`config.mk`:
```
export PLATFORM = sky130hd
export DESIGN_NAME = alu_arbiter_seq
export DESIGN_NICKNAME = d
export VERILOG_FILES = /design/src/rtl/alu_arbiter_seq_pkg.sv /design/src/rtl/alu_rr_arbiter2.sv /design/src/rtl/alu_arbiter_seq.sv
export SDC_FILE = /design/constraint.sdc
export NUM_CORES = 1
export LEC_CHECK = 0
export CAP_MARGIN = 5
export CORE_MARGIN = 10
export CORE_UTILIZATION = 35
export DETAILED_ROUTE_END_ITERATION = 8
export PLACE_DENSITY = 0.76
export SLEW_MARGIN = 20
export SYNTH_ARGS = -nofsm -noshare
export SYNTH_HDL_FRONTEND = slang
export SYNTH_HIERARCHICAL = 1
export SYNTH_SLANG_ARGS = --single-unit
```
`constraint.sdc`:
```
create_clock -name clk -period 2.3 [get_ports clk]
set_input_delay 0.46 -clock clk [delete_from_list [all_inputs] [get_ports clk]]
set_output_delay 0.46 -clock clk [all_outputs]
set_load 0.01 [all_outputs]
```
`src/rtl/alu_arbiter_seq_pkg.sv`:
```
// Shared widths, ALU op encodings and arbiter FSM states for the ALU sharing controller.
package alu_arbiter_seq_pkg;

  localparam int DATA_BUS_WIDTH  = 24;
  localparam int ALU_OP_NUM_BITS = 3;

  localparam logic [ALU_OP_NUM_BITS-1:0] ALU_OP_ADD = 3'd0;
  localparam logic [ALU_OP_NUM_BITS-1:0] ALU_OP_SUB = 3'd1;
  localparam logic [ALU_OP_NUM_BITS-1:0] ALU_OP_AND = 3'd2;
  localparam logic [ALU_OP_NUM_BITS-1:0] ALU_OP_OR  = 3'd3;
  localparam logic [ALU_OP_NUM_BITS-1:0] ALU_OP_XOR = 3'd4;

  typedef enum logic [1:0] {
    ARB_ST_IDLE = 2'd0,
    ARB_ST_EXEC = 2'd1,
    ARB_ST_RESP = 2'd2
  } arb_state_e;

  function automatic logic [1:0] idx_to_onehot(input logic idx);
    return idx ? 2'b10 : 2'b01;
  endfunction

endpackage

```
`src/rtl/alu_rr_arbiter2.sv`:
```
// Two-input round-robin arbiter; the pointer flips to the other requester when a
// transaction completes, so a lone requester always wins regardless of the pointer.
module alu_rr_arbiter2 (
  input  logic       clk,
  input  logic       reset_n,
  input  logic [1:0] req_i,
  input  logic       done_i,
  input  logic       done_idx_i,
  output logic       grant_vld_o,
  output logic       grant_idx_o
);

  logic ptr_q, ptr_d;

  always_comb begin
    grant_vld_o = |req_i;
    case (req_i)
      2'b01:   grant_idx_o = 1'b0;
      2'b10:   grant_idx_o = 1'b1;
      default: grant_idx_o = ptr_q;
    endcase
  end

  assign ptr_d = done_i ? ~done_idx_i : ptr_q;

  always_ff @(posedge clk or negedge reset_n) begin
    if (!reset_n) ptr_q <= 1'b0;
    else          ptr_q <= ptr_d;
  end

endmodule

```
`src/rtl/alu_arbiter_seq.sv`:
```
// Shares one ALU between the execute path (req 0) and the PC incrementer (req 1).
// Define ALU_ARB_PERF_CNT_EN to add per-requester completion counters.
module alu_arbiter_seq
  import alu_arbiter_seq_pkg::*;
#(
  parameter int DATA_W = DATA_BUS_WIDTH,
  parameter int OP_W   = ALU_OP_NUM_BITS
) (
  input  logic              clk,
  input  logic              reset_n,
  input  logic [1:0]        req_valid,
  output logic [1:0]        req_ready,
  input  logic [DATA_W-1:0] req0_a,
  input  logic [DATA_W-1:0] req0_b,
  input  logic [OP_W-1:0]   req0_op,
  input  logic [DATA_W-1:0] req1_a,
  input  logic [DATA_W-1:0] req1_b,
  input  logic [OP_W-1:0]   req1_op,
  output logic [1:0]        rsp_valid,
  input  logic [1:0]        rsp_ready,
  output logic [DATA_W-1:0] rsp_data,
  output logic              rsp_z,
  output logic              rsp_c,
  output logic              rsp_n,
  output logic [DATA_W-1:0] alu_a,
  output logic [DATA_W-1:0] alu_b,
  output logic [OP_W-1:0]   alu_op,
  input  logic [DATA_W-1:0] alu_result,
  input  logic              alu_z,
  input  logic              alu_c,
  input  logic              alu_n
`ifdef ALU_ARB_PERF_CNT_EN
  ,
  input  logic              cnt_clr,
  output logic [15:0]       grant_cnt0,
  output logic [15:0]       grant_cnt1
`endif
);

  arb_state_e        state_q, state_d;
  logic              grant_q;
  logic [DATA_W-1:0] alu_a_q, alu_b_q, rsp_data_q;
  logic [OP_W-1:0]   alu_op_q;
  logic              rsp_z_q, rsp_c_q, rsp_n_q;
  logic              win_vld, win_idx;
  logic              accept, complete;

  alu_rr_arbiter2 u_arb (
    .clk         (clk),
    .reset_n     (reset_n),
    .req_i       (req_valid),
    .done_i      (complete),
    .done_idx_i  (grant_q),
    .grant_vld_o (win_vld),
    .grant_idx_o (win_idx)
  );

  always_comb begin
    state_d   = state_q;
    req_ready = 2'b00;
    rsp_valid = 2'b00;
    accept    = 1'b0;
    complete  = 1'b0;
    case (state_q)
      ARB_ST_IDLE: begin
        // The winner is always a valid requester, so ready implies handshake.
        if (win_vld) begin
          req_ready = idx_to_onehot(win_idx);
          accept    = 1'b1;
          state_d   = ARB_ST_EXEC;
        end
      end
      ARB_ST_EXEC: state_d = ARB_ST_RESP;
      ARB_ST_RESP: begin
        rsp_valid = idx_to_onehot(grant_q);
        if (rsp_ready[grant_q]) begin
          complete = 1'b1;
          state_d  = ARB_ST_IDLE;
        end
      end
      default: state_d = ARB_ST_IDLE;
    endcase
  end

  always_ff @(posedge clk or negedge reset_n) begin
    if (!reset_n) begin
      state_q    <= ARB_ST_IDLE;
      grant_q    <= 1'b0;
      alu_a_q    <= '0;
      alu_b_q    <= '0;
      alu_op_q   <= OP_W'(ALU_OP_ADD);
      rsp_data_q <= '0;
      rsp_z_q    <= 1'b0;
      rsp_c_q    <= 1'b0;
      rsp_n_q    <= 1'b0;
    end else begin
      state_q <= state_d;
      // Operand registers only load on accept so the ALU inputs stay quiet otherwise.
      if (accept) begin
        grant_q  <= win_idx;
        alu_a_q  <= win_idx ? req1_a  : req0_a;
        alu_b_q  <= win_idx ? req1_b  : req0_b;
        alu_op_q <= win_idx ? req1_op : req0_op;
      end
      if (state_q == ARB_ST_EXEC) begin
        rsp_data_q <= alu_result;
        rsp_z_q    <= alu_z;
        rsp_c_q    <= alu_c;
        rsp_n_q    <= alu_n;
      end
    end
  end

  assign alu_a    = alu_a_q;
  assign alu_b    = alu_b_q;
  assign alu_op   = alu_op_q;
  assign rsp_data = rsp_data_q;
  assign rsp_z    = rsp_z_q;
  assign rsp_c    = rsp_c_q;
  assign rsp_n    = rsp_n_q;

`ifdef ALU_ARB_PERF_CNT_EN
  for (genvar gi = 0; gi < 2; gi++) begin : g_cnt
    logic [15:0] cnt_q;
    always_ff @(posedge clk or negedge reset_n) begin
      if (!reset_n)
        cnt_q <= '0;
      else if (cnt_clr)
        cnt_q <= '0;
      else if (complete && (grant_q == 1'(gi)) && (cnt_q != 16'hFFFF))
        cnt_q <= cnt_q + 16'd1;
    end
  end
  assign grant_cnt0 = g_cnt[0].cnt_q;
  assign grant_cnt1 = g_cnt[1].cnt_q;
`endif

endmodule

```
-- Word level (Yosys, flattened, before mapping)
Index checks and enable logic that the tools add are counted.
W data, S select, Z words.
- divide/modulo/power cells: 0
- multiply operators: 0
- bitwise logic cells: 1
- muxes and demuxes: 18
- add/subtract/negate cells: 0
- shift operators: 0
- magnitude comparators: 1
- reduce and logical (&&, ||, !) cells: 3
- equal/unequal tests: 6
- operators with widths (kind ; count):
    $mux W24 ; 2
    $mux W2 ; 7
    $mux W1 ; 6
    $pmux W2 S3 ; 1
    $eq A2 B1 Y1 const B ; 2
    $eq A2 B2 Y1 const B ; 2
    $mux W3 ; 1
    $logic_not A2 Y1 ; 1
    $lt A1 B2 Y1 const B ; 1
    $ne A2 B1 Y1 const B ; 1
    $ne A2 B2 Y1 const B ; 1
    $pmux W1 S2 ; 1
    $reduce_and A2 Y1 ; 1
    $reduce_or A2 Y1 ; 1
    $not A1 Y1 ; 1
- memories: 0
- output and inout port bits: 82
- memory bits (writable): 0
- ROM bits: 0
- register bits after elaboration: 82
- word-level logic and storage cells: 39
- bits in latches: 0
- input bits: 135

-- Longest topological paths before layout
Gate-level depths: netlist of run 1.
- word-level depth: 5
- mapped depth: 7
- gate-level depth less buffers: 5

-- Hierarchy
The synthesis of run 1 kept the hierarchy.
- modules (own cells, without submodules) (module ; times used ; sequential area each (um^2) ; area an instance (um^2) ; cells each):
    alu_arbiter_seq ; 1 ; 2026.9 ; 4088.9 ; 237
    alu_rr_arbiter2 ; 1 ; 25.0 ; 85.1 ; 9

-- Least setup slack after synthesis of run 1
No wires, ideal clock.
- path type: in2reg
- start: input req_valid[0]
- end: register alu_a_q[21] (netlist: alu_a[21])
- buffers on the path: 2
- setup slack: 0.262 ns
- library setup time: 0.125 ns
- data arrival time: 1.913 ns
- data required time: 2.175 ns
- stages on the path: 7
- cells stage by stage: inv_1 > ha_1 > mux2_4 > buf_6 > buf_8 > mux2_4 > mux2_4
- cells in the longest elaborated chain, start to end: 3
- elaborated cells on any way between the ends: 7
- those cells by class: eq/ne (2); mux (4); reduce/logical (1)
- ends and longest elaborated chain (element ; RTL line ; source):
    start: declaration ; alu_arbiter_seq.sv:11 ; input logic [1:0] req_valid,
    $eq A2 B2 Y1 / $eq A2 B1 Y1 (equally long branches) ; alu_rr_arbiter2.sv:17 ; case (req_i)
    $pmux W1 S2 (*) ; alu_rr_arbiter2.sv:17 ;
    via win_idx ; alu_arbiter_seq.sv:45 ; logic win_vld, win_idx;
    $mux W24 (*) ; alu_arbiter_seq.sv:101 ; alu_a_q <= win_idx ? req1_a : req0_a;
    end signal: assignment ; alu_arbiter_seq.sv:101 ;
    end: declaration ; alu_arbiter_seq.sv:42 ; logic [DATA_W-1:0] alu_a_q, alu_b_q, rsp_data_q;
The timed path passes the listed nets; every way through them passes the cells marked *.
A chain may end at the register's enable or synchronous reset.

-- Worst setup path in the final report of run 1
- start: register state_q[0]
- end: output rsp_valid[1]
- cells in the longest elaborated chain, start to end: 2
- ends and longest elaborated chain (element ; RTL line ; source):
    start: declaration ; alu_arbiter_seq.sv:40 ; arb_state_e state_q, state_d;
    start signal: assignment ; alu_arbiter_seq.sv:97 ; state_q <= state_d;
    $eq A2 B2 Y1 ; alu_arbiter_seq.sv:64 ; case (state_q)
    $mux W2 ; alu_arbiter_seq.sv:64 ;
    end: declaration ; alu_arbiter_seq.sv:19 ; output logic [1:0] rsp_valid,
No other way between the ends.

==> flow_summary_export.csv, run 1 <==
group,metric,value,unit
global_route,antenna_found_initial,0,
finish,n_antenna_cell,0,
synth,seq_area_frac_synth,0.492,
clocking,post_cts_buffers,0,
clocking,htree_levels,3,
setup_path,r2r-start,"state_q[1]",
clocking,root_buffer,"clkbuf_16",
setup_path,worst_path_max_delay_cell,"clkdlybuf4s50_1",
global_route,grt_pass1_vias,3202,
floorplan,die_w,129,um
setup_path,critPathArrivalTime,1640,ps
setup_path,crit_family,"buffers and inverters",
synth,synth_cells,246,
placed_design,port_buffers,216,
setup_path,crit_buf_inv,1,
global_route,grt_overflow,0,
sta,hold_ws,133,ps
synth,yosysUniqueCellTypes,16,
drt,num_vias,2846,
setup_path,r2r-end,"alu_a[6]",
worst_hold_path,hp-class,"in -> async",
setup_path,slowest_delay,580,ps
synth,synth.avg_cell_area,17.0,um2
placed_design,place_hpwl,9350,um
outcome,status,"finished clean",
synth,netlist_area,0.00417,mm2
clocking,cts_inserted_buffers,9,
sta,timing.final.crit_share,0.914,
clocking,cts_tree,"yes",
setup_path,cp-end-kind,"output pin",
floorplan,die_h,129,um
placed_design,gp_congestion,0.712,
job,cap_viol_max_count,0,
drt,drt-pass1-iter-count,4,
floorplan,rows,39,
placed_design,dp_slack,-431,ps
drt,wl_per_cell,19.0,um
setup_path,r2r_cells,4,
sta,final_hold_viol_count,0,
power,vdd_ir_drop_max,627,uV
floorplan,core,0.0116,mm2
sta,finalSetupViolations,0,
synth,ys_ff_latch,82,
synth,syn-num-nets,383,
sta,setup_slack,198,ps
sta,period_needed,2100,ps
finish,syn2layout_area_growth,61.9,%
setup_path,cp.required,1840,ps
global_route,grt_max_degree,47,
clocking,insertion_delay,330,ps
clocking,clock_sink_count,82,
setup_path,path_cells,"nand2b_1, nor2_1, clkdlybuf4s50_1",
synth,yosysWarnings,6,
clocking,clkSlewWorstSetupHoldPaths,60,ps
power,p_per_area,1290,mW/mm2
setup_path,critPathKind,"reg -> out",
global_route,grt_first_pass_wirelength,17900,um
sta,finClkSkew,4.55,ps
global_route,grt_usage,0.137,
power,p_total,8.72,mW
sta,fmax,476,MHz
finish,postLayoutCellArea,0.00676,mm2
power,p_leak,2.98,nW
sta,slew_viol_final,0,
setup_path,ff2ff_setup_slack,450,ps
floorplan,initial_core_util,0.361,
placed_design,place_area,0.00646,mm2
finish,nNetsFinal,607,
sta,slew_headroom,0.590,
setup_path,path_max_fanout,4,
finish,drive_gt1_frac,0.350,
sta,tightest_slew,616,ps
drt,routed_wl,11700,um
drt,viasPerCell,4.61,
drt,antenna_left,0,
drt,drtIter0Drc,89,
clocking,clock_path_buffers,2,
floorplan,dieArea,0.0167,mm2
sta,rsz0062_at_grt,"no",
setup_path,crit_path_start_kind,"register",
floorplan,ios,217,
drt,drc,0,
## Yosys cell counts (all sizes together)
| master | n | area [um2] |
|---|---|---|
| nor2b | 2 | 12.5 |
| and2 | 1 | 6.26 |
| dfrtp | 82 | 2050 |
| ha | 2 | 25.0 |
| nor3b | 1 | 12.5 |
| mux2 | 132 | 1840 |
| a21oi | 1 | 5.00 |
| buf | 15 | 174 |
| inv | 4 | 15.0 |
| nand2b | 2 | 12.5 |
| o21ai | 1 | 5.00 |
| nor2 | 3 | 11.3 |
## power breakdown
part	leakage, nW	internal, mW	total [mW]	switching (mW)
logic	1.88	3.04	4.69	1.65
clock network	0.140	0.860	1.41	0.553
registers	0.957	2.20	2.62	0.416
## flip-flops by register name (all words and copies together) (netlist names)
| name | flops |
|---|---|
| alu_a | 24 |
| alu_b | 24 |
| rsp_data | 24 |
| alu_op | 3 |
| state_q | 2 |
| grant_q | 1 |
| rsp_c | 1 |
| rsp_n | 1 |
| rsp_z | 1 |
| u_arb/ptr_q | 1 |
## repair_timing
item | in CTS | in global routing
setup endpoints to repair | 30 | 0
hold buffers | 0 | 0
resized for setup | 13 | 0
endpoints found under the hold margin | 0 | 0
## metal layers
metal | share of wire | wire length, um | track usage | up-vias
met5 | 0 | 0 | 0 | -
met4 | 0.012 | 143 | 0.0482 | 0
met3 | 0.091 | 1070 | 0.0526 | 12
met2 | 0.51 | 6040 | 0.238 | 118
met1 | 0.38 | 4490 | 0.150 | 1399
li1 | - | - | - | 1317
## kinds of logic after synthesis
| logic type | count (synthesis) | synth area share |
|---|---|---|
| and+or+nand+nor | 9 | 0.0132 |
| AOI/OAI and AO/OA | 2 | 0.00240 |
| buffers and inverters | 19 | 0.0453 |
| muxes | 132 | 0.442 |
| adders and majority gates | 2 | 0.00599 |
| DFF | 82 | 0.492 |
## cell type report
class	count	area, um2
Sequential cell	82	2050
Clock buffer	10	239
Tap cell	143	179
Inverter	4	15.0
Multi-Input combinational cell	145	1950
Clock inverter	5	55.1
Fill cell	925	4810
Timing Repair Buffer	228	2260
## through the flow
step / TNS, ps / util / instances
final: 0 / 0.584 / 617
after global routing: 0 / 0.584 / 617
after CTS: 0 / 0.584 / 617
after detailed placement: -17380 / 0.559 / 602
after global placement: -17550 / 0.559 / 602
after floorplan: 0 / - / 246
## layout by cell type, fill, tap and decap left out, drive strengths merged
cell and instances:
nor2 3, nand2b 2, bufinv 1, buf 15, clkinv 2, clkbuf 10, mux2 132, nor2b 2
a21oi 1, and2 1, ha 2, clkinvlp 2, dfrtp 82, clkdlybuf4s50 211, o21ai 1, inv 4
dlygate4sd2 2, nor3b 1
## how the worst max path moves through the flow
stage,cells past startpoint,endpoint,startpoint,slack [ps]
CTS,3,rsp_valid[1],state_q[0],170
floorplan,7,alu_a[21],req_valid[0],260
global route,3,rsp_valid[1],state_q[0],120
detailed placement,6,req_ready[0],req_valid[0],-430
finish,3,rsp_valid[1],state_q[0],200
global placement,6,req_ready[0],req_valid[0],-450
(Power assumes the default switching activity.)
==> run 2, diff against run 1 <==
--- a/config.mk
+++ b/config.mk
@@ -6,12 +6,11 @@
 export NUM_CORES = 1
 export LEC_CHECK = 0
 export CAP_MARGIN = 5
-export CORE_MARGIN = 10
+export CORE_MARGIN = 3
 export CORE_UTILIZATION = 35
 export DETAILED_ROUTE_END_ITERATION = 8
-export PLACE_DENSITY = 0.76
+export PLACE_DENSITY = 0.8
 export SLEW_MARGIN = 20
 export SYNTH_ARGS = -nofsm -noshare
 export SYNTH_HDL_FRONTEND = slang
-export SYNTH_HIERARCHICAL = 1
 export SYNTH_SLANG_ARGS = --single-unit
==> run 2 against run 1 <==
Compared with the run above: non-clock buffer count fell by 1; power fell by 16%; clock skew up 2.2 ps; area after synthesis down 12%; combinational power fell by 20%; clock power is 29% lower; worst hold slack got worse by 49 ps; utilization rose by 3.1 points; fmax is 1.5% higher; critical path type unchanged; critical endpoint is now req_ready[0]; highest routed layer unchanged.
==> flow_summary_export.csv, run 2 <==
group,metric,value,unit
sta,tightest_slew,524,ps
setup_path,cp-end-kind,"output pin",
drt,routed_wl,10200,um
setup_path,cp.required,1840,ps
sta,fmax,483,MHz
clocking,root_buffer,"clkbuf_8",
global_route,grt_pass1_vias,3198,
drt,drc,0,
drt,wl_per_cell,15.4,um
synth,synth_top_area_share,0.560,
placed_design,dp_cells,646,
sta,finClkSkew,6.70,ps
setup_path,worstSetupStartpoint,"state_q[0]",
job,cap_viol_max_count,0,
floorplan,core,0.00995,mm2
sta,slew_headroom,0.651,
sta,final_hold_viol_count,0,
worst_hold_path,hp-class,"in -> async",
synth,synth-edff-count,0,
global_route,antenna_found_initial,0,
synth,ys_top_cells_by_count,"dfrtp_1 (82), mux2i_1 (52), nand2_1 (51), o21ai_0 (44), mux2_2 (27)",
finish,nNetsFinal,663,
setup_path,crit_path_start_kind,"register",
drt,viasPerCell,4.60,
clocking,insertion_delay,340,ps
synth,synth_cells,308,
drt,antenna_left,0,
synth,yosysUniqueCellTypes,22,
synth,ys_ff_latch,82,
finish,syn2layout_area_growth,67.1,%
clocking,htree_levels,3,
floorplan,ios,217,
power,vdd_ir_drop_max,503,uV
finish,final_cell_count_no_fill,663,
finish,num-fill-cells,839,
synth,yosysMostFrequentCell,"dfrtp_1",
setup_path,crit_family,"simple AND/OR/NAND/NOR gates",
placed_design,place_hpwl,8060,um
sta,slew_viol_final,0,
global_route,grt_max_degree,62,
synth,yosysWarnings,0,
global_route,grt_overflow,0,
setup_path,worst_path_max_delay_cell,"or3_4",
synth,netlist_top_cells_area,"dfrtp_1 (56%), mux2i_1 (14%), mux2_2 (8.3%), o21ai_0 (6.0%), nand2_1 (5.2%)",
synth,synth.avg_cell_area,11.9,um2
synth,netlist_area,0.00366,mm2
finish,final_cell_mix,"clkdlybuf4s50_1 (211), dfrtp_1 (82), mux2i_1 (51), nand2_1 (51), o21ai_0 (44)",
clocking,clock_sink_count,82,
setup_path,r2r-start,"u_arb.ptr_q",
sta,timing.final.crit_share,0.901,
setup_path,path_cells,"or3_4, a211oi_4, buf_2",
global_route,grt_usage,0.172,
clocking,cts_tree,"yes",
floorplan,die_h,108,um
setup_path,crit_buf_inv,1,
setup_path,ff2ff_setup_slack,730,ps
drt,drt-pass1-iter-count,4,
synth,async_reset_ff_frac,1.00,
floorplan,dieArea,0.0117,mm2
placed_design,port_buffers,216,
floorplan,rows,36,
global_route,grt_first_pass_wirelength,15700,um
finish,final_common_cell,"clkdlybuf4s50_1",
clocking,ctsHoldBuffers,0,
synth,seq_area_frac_synth,0.560,
sta,finalSetupViolations,0,
floorplan,initial_core_util,0.368,
setup_path,critPathKind,"reg -> out",
outcome,status,"finished clean",
synth,yosysTopAreaCell,"dfrtp_1",
finish,drive_gt1_frac,0.113,
clocking,clkSlewWorstSetupHoldPaths,80,ps
sta,tns,0,ps
power,p_per_area,1190,mW/mm2
placed_design,gp_congestion,0.744,
finish,n_antenna_cell,0,
synth,dominantRegCellSynth,"dfrtp_1",
drt,num_vias,3053,
sta,period_needed,2070,ps
power,p_leak,2.67,nW
drt,drtIter0Drc,117,
sta,rsz0062_at_grt,"no",
setup_path,critPathArrivalTime,1610,ps
clocking,clock_path_buffers,2,
clocking,cts_inserted_buffers,9,
floorplan,die_w,108,um
synth,syn-num-nets,446,
setup_path,path_max_fanout,4,
setup_path,slowest_delay,440,ps
[run 2: changes by cell type after synthesis, moves of 10 or more]
cell	delta
mux2_4	-95
o21ai_0	+43
mux2_2	-10
nand2_1	+51
mux2i_1	+52
o21ai_1	+10
[run 2: stage by stage]
step,power [mW],util,cell area (um2),worst slack (ps),hold WS [ps]
final,7.31,0.615,6120,229,83.3
after global routing,7.83,0.615,6120,132,107
after CTS,7.43,0.614,6110,-48.6,90.6
after detailed placement,6.40,0.594,5920,-640,469
after global placement,6.26,0.594,5920,-622,461
after floorplan,4.45,-,3660,253,164
[run 2: timing repair]
| action | in CTS | in global routing |
|---|---|---|
| pin swaps | 1 | 2 |
| gates resized for setup | 11 | 4 |
| buffers inserted | 0 | 1 |
| endpoints found under the setup margin | 2 | 2 |
[run 2: final cells by class]
class,instances,area [um2],area share
Sequential cell,82,2050,0.335
Tap cell,133,166,0.0272
Clock inverter,4,52.6,0.00858
Multi-Input combinational cell,200,1440,0.234
Timing Repair Buffer,227,2260,0.370
Clock buffer,12,135,0.0221
Inverter,5,18.8,0.00307
[run 2: kinds of logic (layout without fill, tap and decap cells)]
group / after synthesis / in the layout / share of synthesized area
flip-flops: 82 / 82 / 0.560
AND/OR/NAND/NOR: 61 / 61 / 0.0659
buffers and inverters: 26 / 248 / 0.0567
AO/OA/AOI/OAI: 57 / 57 / 0.0823
adder cells (fa/ha/maj): 3 / 3 / 0.0102
multiplexers: 79 / 79 / 0.225
[run 2: path summary, 6_finish.rpt]
check	end	cells after the start
max in group asynchronous	alu_a[16]	2
setup / recovery	req_ready[0]	3
hold / removal	rsp_data[10]	1
hold reg to reg	alu_b[1]	2
min in group clk	alu_b[1]	2
setup reg to reg	alu_a[11]	5
[run 2: worst reg2reg max path, cell delays in order (launching register included)]
cell and delay, ps:
dfrtp_1 440, mux2i_4 160, buf_4 150, buf_4 330
mux2i_1 250, o21ai_0 100
[run 2: power breakdown]
| part | switching (mW) | internal (mW) | total [mW] | leakage, nW |
|---|---|---|---|---|
| registers | 0.381 | 2.17 | 2.55 | 0.987 |
| logic | 1.62 | 2.14 | 3.76 | 1.59 |
| clock network | 0.495 | 0.506 | 1.00 | 0.0945 |
[run 2: routing by layer]
| layer | wire length, um | global-route usage | part of all wire | vias up |
|---|---|---|---|---|
| met5 | 0 | 0 | 0 | - |
| met3 | 859 | 0.0478 | 0.084 | 20 |
| li1 | - | - | - | 1487 |
| met2 | 5350 | 0.309 | 0.53 | 134 |
| met1 | 3760 | 0.191 | 0.37 | 1412 |
| met4 | 216 | 0.0703 | 0.021 | 0 |
==> run 3, diff against run 2 <==
--- a/config.mk
+++ b/config.mk
@@ -6,11 +6,12 @@
 export NUM_CORES = 1
 export LEC_CHECK = 0
 export CAP_MARGIN = 5
-export CORE_MARGIN = 3
+export CORE_MARGIN = 1
 export CORE_UTILIZATION = 35
 export DETAILED_ROUTE_END_ITERATION = 8
-export PLACE_DENSITY = 0.8
+export PLACE_DENSITY = 0.76
 export SLEW_MARGIN = 20
 export SYNTH_ARGS = -nofsm -noshare
 export SYNTH_HDL_FRONTEND = slang
+export SYNTH_HIERARCHICAL = 1
 export SYNTH_SLANG_ARGS = --single-unit
==> run 3 against run 2 <==
Compared with the run above: fmax shrank 6.4%; the run now ends with design-rule violations left; utilization shrank 1.9 points; highest routed layer unchanged; critical endpoint is now alu_b[6]; combinational power grew 26%.
==> flow_summary_export.csv, run 3 (synthesized netlist as in run 1, its figures left out) <==
group,metric,value,unit
global_route,use_met3,0.0525,
outcome,status,"finished with violations",
sta,final_hold_viol_count,0,
sta,rsz0062_at_grt,"no",
sta,tightest_slew,443,ps
drt,drt-pass1-iter-count,6,
floorplan,ios,217,
sta,slew_viol_final,0,
global_route,grtUsageMet2,0.296,
setup_path,r2r_cells,6,
drt,viasPerCell,4.59,
drt,drtIter0Drc,101,
finish,final_common_cell,"clkdlybuf4s50_1",
finish,final_cell_count_no_fill,626,
floorplan,dieArea,0.0124,mm2
sta,finClkSkew,10.7,ps
setup_path,critPathArrivalTime,2420,ps
setup_path,cp-end-kind,"register",
clocking,clock_sink_count,82,
finish,regArea,0.00205,mm2
drt,routed_wl,10200,um
global_route,grt_usage,0.172,
sta,timing.final.crit_share,0.962,
placed_design,gp_congestion,0.743,
power,p_leak,3.05,nW
setup_path,r2r-end,"alu_b[6]",
global_route,antenna_found_initial,0,
drt,num_vias,2872,
drt,wl_per_cell,16.4,um
finish,drive_gt1_frac,0.358,
clocking,htree_levels,3,
power,vdd_ir_drop_max,554,uV
finish,nNetsFinal,616,
sta,period_needed,2210,ps
setup_path,path_max_fanout,8,
finish,syn2layout_area_growth,64.5,%
finish,multiInputGateArea,0.00195,mm2
finish,final_cell_mix,"clkdlybuf4s50_1 (211), mux2_4 (95), dfrtp_1 (82)",
sta,finalSetupViolations,0,
clocking,clkSlewWorstSetupHoldPaths,60,ps
drt,antenna_left,0,
sta,fmax,452,MHz
job,cap_viol_max_count,0,
global_route,grt_first_pass_wirelength,16500,um
setup_path,critPathKind,"in -> reg",
placed_design,place_hpwl,7700,um
placed_design,dp_cells,606,
worst_hold_path,hp-class,"in -> async",
placed_design,port_buffers,216,
floorplan,die_w,111,um
setup_path,ff2ff_setup_slack,410,ps
clocking,cts_tree,"yes",
floorplan,initial_core_util,0.362,
global_route,grt_overflow,0,
finish,n_antenna_cell,0,
floorplan,die_h,111,um
global_route,met1_usage,0.201,
floorplan,core,0.0115,mm2
clocking,clock_path_buffers,2,
setup_path,r2r-start,"u_arb/ptr_q",
clocking,cts_inserted_buffers,9,
floorplan,rows,39,
clocking,insertion_delay,330,ps
global_route,grt_pass1_vias,3212,
finish,postLayoutCoreUtil,0.596,
sta,slew_headroom,0.704,
global_route,grt.busiest_layer,"met2",
outcome,violations,"design-rule violations",
setup_path,cp.required,2510,ps
setup_path,crit_path_start_kind,"input port",
finish,num-fill-cells,915,
drt,drc,30,
power,p_per_area,1280,mW/mm2
global_route,grt_max_degree,41,
sta,hold_ws,498,ps
clocking,root_buffer,"clkbuf_16",
==> run 3: cell count changes in the layout (fill, tap and decap cells not counted), moves of 3 or more <==
cell       before  now
o21ai_1        10    0
buf_4          10   14
mux2i_1        51    0
clkbuf_16       0    9
clkbuf_1        3    0
o21ai_0        44    1
mux2_2         27   37
nand2_1        51    0
clkinv_2        1    4
clkbuf_8        9    0
mux2_4          0   95
==> run 3: cell type report <==
cell class	instances	share of cell area
clock buffers	9	0.0328
clock inverters	6	0.00856
inverters	4	0.00219
multi-input cells	145	0.284
flip-flops and latches	82	0.299
well taps	143	0.0261
repair buffers	237	0.347
==> run 3: what timing repair did <==
item / 4_1_cts / 5_1_grt
endpoints found under the hold margin: 7 / 0
hold buffers: 1 / 0
gates resized for setup: 16 / 0
buffers inserted: 3 / 0
setup endpoints to repair: 31 / 0
==> run 3: worst max-delay path by stage <==
stage	startpoint	endpoint	slack, ps	cells after the start
5_1_grt	req_valid[1]	alu_b[4]	40	9
4_1_cts	req_valid[1]	alu_b[6]	110	9
3_3_place_gp	req_valid[0]	req_ready[0]	-450	6
3_5_place_dp	req_valid[0]	req_ready[0]	-500	6
6_report	req_valid[1]	alu_b[6]	90	9
2_1_floorplan	req_valid[0]	alu_a[21]	260	7
==> run 3: power breakdown <==
part | switching, mW | internal, mW | leakage, nW
Combinational | 1.62 | 3.14 | 1.94
Sequential | 0.432 | 2.20 | 0.957
Clock | 0.540 | 0.828 | 0.145
Total | 2.59 | 6.17 | 3.05
==> run 3: critical path: stages <==
cell           delay, ps
dlygate4sd2_1        220
inv_1                 80
ha_4                 260
mux2_4               290
buf_4                150
buf_8                140
bufbuf_16            280
mux2_4               290
mux2_4               250
==> run 3: through the flow <==
step                setup TNS (ps)  power [mW]  setup slack (ps)  cell area (um2)
global placement            -17300        7.25              -447             6500
detailed placement          -18160        7.37              -496             6500
finish                           0        8.76              87.0             6870
floorplan                        0        5.28               262             4170
CTS                              0        8.87               112             6870
global route                     0        9.21              45.0             6870
==> run 3: metal layers <==
| layer | part of all wire | wire, um | vias to the layer above |
|---|---|---|---|
| met5 | 0 | 0 | - |
| met4 | 0.015 | 152 | 0 |
| met3 | 0.077 | 790 | 13 |
| met2 | 0.50 | 5140 | 125 |
| met1 | 0.41 | 4150 | 1397 |
| li1 | - | - | 1337 |
